**src/rtl/fetch_pkg.sv**
```systemverilog
// Shared types and constants for the instruction-fetch slice.
// Widths, FSM encodings and the queued {pc, inst} entry.
package fetch_pkg;

  localparam int INST_W = 32;
  localparam int ADDR_W = 32;

  localparam logic [ADDR_W-1:0] DEF_RESET_PC = '0;

  localparam logic [1:0] ST_BOOT = 2'd0;
  localparam logic [1:0] ST_RUN  = 2'd1;
  localparam logic [1:0] ST_HALT = 2'd2;

  typedef struct packed {
    logic [ADDR_W-1:0] pc;
    logic [INST_W-1:0] inst;
  } fetch_entry_t;

endpackage

```
**src/rtl/fetch_queue.sv**
```systemverilog
// DEPTH-entry synchronous FIFO of fetched {pc, inst} pairs.
// Flush wins over push and pop in the same cycle.
module fetch_queue
  import fetch_pkg::*;
#(
  parameter int DEPTH = 2
) (
  input  logic                   clk,
  input  logic                   rst_n,
  input  logic                   push,
  input  logic                   pop,
  input  logic                   flush,
  input  fetch_entry_t           din,
  output fetch_entry_t           head,
  output logic                   full,
  output logic                   empty,
  output logic [$clog2(DEPTH):0] count
);

  localparam int PW = $clog2(DEPTH);
  localparam int CW = PW + 1;

  fetch_entry_t   mem [DEPTH];
  logic [PW-1:0]  wr_ptr;
  logic [PW-1:0]  rd_ptr;
  logic           do_push;
  logic           do_pop;

  assign full    = (count == CW'(DEPTH));
  assign empty   = (count == '0);
  assign do_pop  = pop & ~empty;
  assign do_push = push & (~full | do_pop);
  assign head    = mem[rd_ptr];

  always_ff @(posedge clk or negedge rst_n) begin
    if (!rst_n) begin
      wr_ptr <= '0;
      rd_ptr <= '0;
      count  <= '0;
      for (int i = 0; i < DEPTH; i++)
        mem[i] <= '0;
    end else if (flush) begin
      wr_ptr <= '0;
      rd_ptr <= '0;
      count  <= '0;
    end else begin
      if (do_push) begin
        mem[wr_ptr] <= din;
        wr_ptr      <= wr_ptr + PW'(1);
      end
      if (do_pop)
        rd_ptr <= rd_ptr + PW'(1);
      count <= count + CW'(do_push) - CW'(do_pop);
    end
  end

endmodule

```
**src/rtl/inst_fetch_ctrl.sv**
```systemverilog
// Fetch sequencer: owns the PC, drives the ROM address and
// feeds decode from a small {pc, inst} queue.
module inst_fetch_ctrl
  import fetch_pkg::*;
#(
  parameter logic [ADDR_W-1:0] RESET_PC = DEF_RESET_PC,
  parameter int                DEPTH    = 2
) (
  input  logic              clk,
  input  logic              rst_n,
  output logic [ADDR_W-1:0] rom_addr,
  input  logic [INST_W-1:0] rom_inst,
  output logic              out_valid,
  input  logic              out_ready,
  output logic [INST_W-1:0] out_inst,
  output logic [ADDR_W-1:0] out_pc,
  input  logic              redirect_valid,
  input  logic [ADDR_W-1:0] redirect_target,
  input  logic              halt,
  output logic [31:0]       fetch_cnt
);

  logic [1:0]              state;
  logic [ADDR_W-1:0]       pc;
  logic                    redir;
  logic                    pop;
  logic                    push;
  logic                    q_full;
  logic                    q_empty;
  logic [$clog2(DEPTH):0]  q_count_unused;
  fetch_entry_t            q_din;
  fetch_entry_t            q_head;

  assign rom_addr  = pc;
  assign out_valid = ~q_empty;
  assign out_pc    = q_head.pc;
  assign out_inst  = q_head.inst;

  // Redirects only count once the first fetch slot exists
  assign redir = redirect_valid & (state != ST_BOOT);
  assign pop   = out_valid & out_ready;
  assign push  = (state == ST_RUN) & ~halt & ~redirect_valid
               & (~q_full | pop);

  assign q_din.pc   = pc;
  assign q_din.inst = rom_inst;

  fetch_queue #(
    .DEPTH (DEPTH)
  ) u_queue (
    .clk   (clk),
    .rst_n (rst_n),
    .push  (push),
    .pop   (pop),
    .flush (redir),
    .din   (q_din),
    .head  (q_head),
    .full  (q_full),
    .empty (q_empty),
    .count (q_count_unused)
  );

  always_ff @(posedge clk or negedge rst_n) begin
    if (!rst_n) begin
      pc        <= RESET_PC;
      fetch_cnt <= '0;
    end else if (redir) begin
      pc <= {redirect_target[ADDR_W-1:2], 2'b00};
    end else if (push) begin
      pc        <= pc + ADDR_W'(4);
      fetch_cnt <= fetch_cnt + 32'd1;
    end
  end

  always_ff @(posedge clk or negedge rst_n) begin
    if (!rst_n) begin
      state <= ST_BOOT;
    end else begin
      case (state)
        ST_BOOT: state <= ST_RUN;
        ST_RUN:  if (halt) state <= ST_HALT;
        ST_HALT: if (!halt) state <= ST_RUN;
        default: state <= ST_BOOT;
      endcase
    end
  end

endmodule
```
**config.mk**
```make
export PLATFORM = sky130hd
export DESIGN_NAME = inst_fetch_ctrl
export DESIGN_NICKNAME = d
export VERILOG_FILES = /design/src/rtl/fetch_pkg.sv /design/src/rtl/fetch_queue.sv /design/src/rtl/inst_fetch_ctrl.sv
export SDC_FILE = /design/constraint.sdc
export NUM_CORES = 1
export LEC_CHECK = 0
export BUFFER_PORTS_ARGS = -buffer_cell sky130_fd_sc_hd__buf_4
export CAP_MARGIN = 20
export CORE_AREA = 2 2 181 183
export DETAILED_ROUTE_END_ITERATION = 6
export DIE_AREA = 0 0 183 185
export PLACE_DENSITY_LB_ADDON = 0.3
export REMOVE_ABC_BUFFERS = 1
export SETUP_SLACK_MARGIN = 0.15
export SYNTH_ARGS = -nofsm -noshare
export SYNTH_HDL_FRONTEND = slang
export SYNTH_HIERARCHICAL = 1
export SYNTH_SLANG_ARGS = --single-unit
```
**constraint.sdc**
```tcl
create_clock -name clk -period 2.59 [get_ports clk]
set_input_delay 0.3885 -clock clk [delete_from_list [all_inputs] [get_ports clk]]
set_output_delay 0.3885 -clock clk [all_outputs]
set_load 0.02 [all_outputs]
```
==> flow_summary.json <==
{
  "switching_share_pct": 37.3,
  "vias_per_cell": 4.78,
  "drc": 0,
  "die_y_um": 185,
  "drt_wl_total_mm": 23.4,
  "cp.required_ps": 2200,
  "period_minus_slack_ps": 2310,
  "synthArstFlopShare_pct": 100,
  "drive_above_1_share_pct": 48.5,
  "arrival_ps": 1920,
  "grt-busiest-layer": "met2",
  "port_buffers": 193,
  "die_w_um": 183,
  "total_power_w": 0.0140,
  "drt_iter0_drc": 311,
  "finalClockSkew_ps": 8.53,
  "die_area_um2": 33900,
  "cap_violations": 0,
  "track_usage_pct": 14.2,
  "endpoint_kind": "primary output",
  "coreArea_um2": 32000,
  "hold_slack_ps": 152,
  "ys_seq_area_share_pct": 52.0,
  "ios": 198,
  "syn_area_um2": 9430,
  "dp_hpwl_mm": 16.1,
  "overflow": 0,
  "syn_to_final_growth_pct": 28.8,
  "p_clk_share_pct": 18.2,
  "finalSetupViolations": 0,
  "route.antenna.remaining_nets": 0,
  "finalMaxSlewViolations": 0,
  "worstPathCellList": "buf_12, mux2_2, buf_4",
  "p_int_w": 0.00876,
  "use_met3_pct": 4.25,
  "worst_slew_pin_slew_ps": 677,
  "cts-root-buf": "clkbuf_16",
  "r2r-start": "state[1]$_DFFE_PN0P_",
  "cts_tree": "yes",
  "clkTransAtPathRegs_ps": 70,
  "p_sw_w": 0.00521,
  "vias": 6501,
  "met2_usage_pct": 21.8,
  "worst_setup_path_start_kind": "flip-flop",
  "ys_types": 54,
  "fin_crit_sh_pct": 89.1,
  "grt_pass1_vias": 6530,
  "min_path_type": "in2reg",
  "place.gp.congestion": 0.764,
  "synth_edf_count": 0,
  "final_common_cell": "buf_4",
  "rsz0062_at_grt": "false",
  "cp_slowest_cell": "dfrtp_4",
  "num_antenna_cells": 0,
  "slew-limit-headroom_pct": 54.9,
  "detail_route.first_pass.iterations": 4,
  "hold_viol_final": 0,
  "routedWlPerCell_um": 17.2,
  "power_frac_seq_pct": 38.2,
  "powerDensity_nw_per_um2": 1150,
  "grt_max_degree": 75,
  "cts_buffer_depth": 2,
  "comb_power_share_pct": 43.6,
  "crit_path_start": "u_queue/rd_ptr$_DFFE_PN0P_",
  "antenna_found_initial": 0,
  "clock_latency_ps": 440,
  "met1_usage_pct": 19.4,
  "cts_buffers": 17,
  "cp_max_fo": 22,
  "vdd_drop_max_v": 0.000562,
  "fmax_mhz": 433,
  "start_util_pct": 29.4,
  "reg2reg_depth": 9,
  "syn_inst": 724,
  "layout_common_cells": "buf_4 (213), dfrtp_1 (195), mux2_2 (128)",
  "critPathCapture": "out_pc[5]",
  "ys_seq_elements": 196,
  "num-nets-final": 1011,
  "ff2ff_setup_slack_ps": 300,
  "syn_area_per_cell_um2": 13.0,
  "synth-warning-count": 6,
  "fin_util_pct": 37.9,
  "slowest_delay_ps": 680,
  "h-tree-depth": 4,
  "grt_pass1_wl_mm": 37.4,
  "clkSinkCount": 196,
  "reg2reg_to": "u_queue/count[0]$_DFF_PN0_",
  "outcome": "finished clean",
  "rows": 66,
  "yosys_most_used_dff": "dfrtp_1",
  "worstSetupPathType": "reg2out",
  "p_leak_nw": 5.62
}
==> registers in the layout, indices dropped and copies added (netlist names) <==
register,count
u_queue/mem,128
state,2
fetch_cnt,32
u_queue/wr_ptr,1
rom_addr,30
u_queue/count,2
u_queue/rd_ptr,1
==> area by class of cell <==
type / count / area [um2]
multi-input cells: 485 / 4280
clock inverters: 14 / 118
fillers: 3186 / 19900
well taps: 408 / 510
repair buffers: 227 / 1860
inverters: 11 / 41.3
clock buffers: 18 / 429
flip-flops and latches: 196 / 4910
==> routing by layer <==
metal  vias up  share of wire, %
met1      3245                47
met4         0               1.5
met5         -                 0
met2       171                45
met3        20               6.2
li1       3065                 -
==> power by group through the flow <==
stage	registers [W]	clock network, W	logic (W)
after floorplan	0.00544	0	0.00348
after global placement	0.00535	0	0.00610
after detailed placement	0.00539	0	0.00616
after CTS	0.00536	0.00264	0.00617
after global routing	0.00555	0.00277	0.00657
final	0.00534	0.00255	0.00609
==> worst min path at each step <==
stage | startpoint | end | cells after the start
finish | redirect_target[4] | rom_addr[4]$_DFFE_PN0P_ | 3
global route | redirect_target[23] | rom_addr[23]$_DFFE_PN0P_ | 3
CTS | rst_n | u_queue/mem[8]$_DFFE_PN0P_ | 1
detailed placement | fetch_cnt[31]$_DFFE_PN0P_ | fetch_cnt[31]$_DFFE_PN0P_ | 1
global placement | fetch_cnt[31]$_DFFE_PN0P_ | fetch_cnt[31]$_DFFE_PN0P_ | 1
floorplan | rst_n | fetch_cnt[0]$_DFFE_PN0P_ | 0
==> critical path: cells and delay by family, from the launching register on <==
| family | cells | cell delay (ps) |
|---|---|---|
| buf+inv | 2 | 400 |
| flops | 1 | 680 |
| mux | 1 | 370 |
==> synth_stat cells, types with 4 or more instances <==
cell / n / area, um2
or4_1: 7 / 52.6
xnor2_1: 27 / 236
nand4_1: 17 / 106
ha_1: 4 / 50.1
inv_1: 10 / 37.5
o211ai_1: 8 / 60.1
and4_1: 8 / 70.1
xor2_1: 8 / 70.1
and2_1: 4 / 25.0
nor2_1: 21 / 78.8
buf_6: 9 / 101
dfrtp_1: 196 / 4900
clkbuf_1: 16 / 60.1
o21ai_0: 15 / 75.1
mux2_2: 128 / 1440
nand3_1: 33 / 165
buf_4: 8 / 60.1
mux2_1: 4 / 45.0
a22oi_1: 6 / 45.0
nand2_1: 54 / 203
o311ai_0: 14 / 123
mux2_4: 60 / 901
buf_2: 4 / 20.0
and3_1: 12 / 75.1
a21oi_1: 7 / 35.0
==> cells by family (layout without fill, tap and decap cells) <==
kind of cell,after synthesis,in the layout,share of synthesized area [%]
flip-flops,196,196,52.0
other,1,6,0.0398
multiplexers,193,193,25.4
AND/OR/NAND/NOR,179,179,10.5
XOR/XNOR,35,35,3.25
adder cells (fa/ha/maj),4,4,0.531
buffers and inverters,48,270,3.00
AO/OA/AOI/OAI,68,68,5.28
==> stage by stage <==
stage | TNS [ps] | instance area, um2 | setup slack, ps | cells
after floorplan | -244060 | 9210 | -2150 | 692
after global placement | 0 | 11600 | 144 | 1324
after detailed placement | 0 | 11600 | 168 | 1324
after CTS | 0 | 12100 | 211 | 1356
after global routing | 0 | 12200 | 166 | 1359
final | 0 | 12200 | 282 | 1359
==> repair_timing <==
item | CTS | global route
gates resized for setup | 0 | 1
endpoints found under the setup margin | 0 | 8
setup buffers | 0 | 2
endpoints found under the hold margin | 0 | 2
hold buffers | 0 | 1
(Power assumes the default switching activity.)
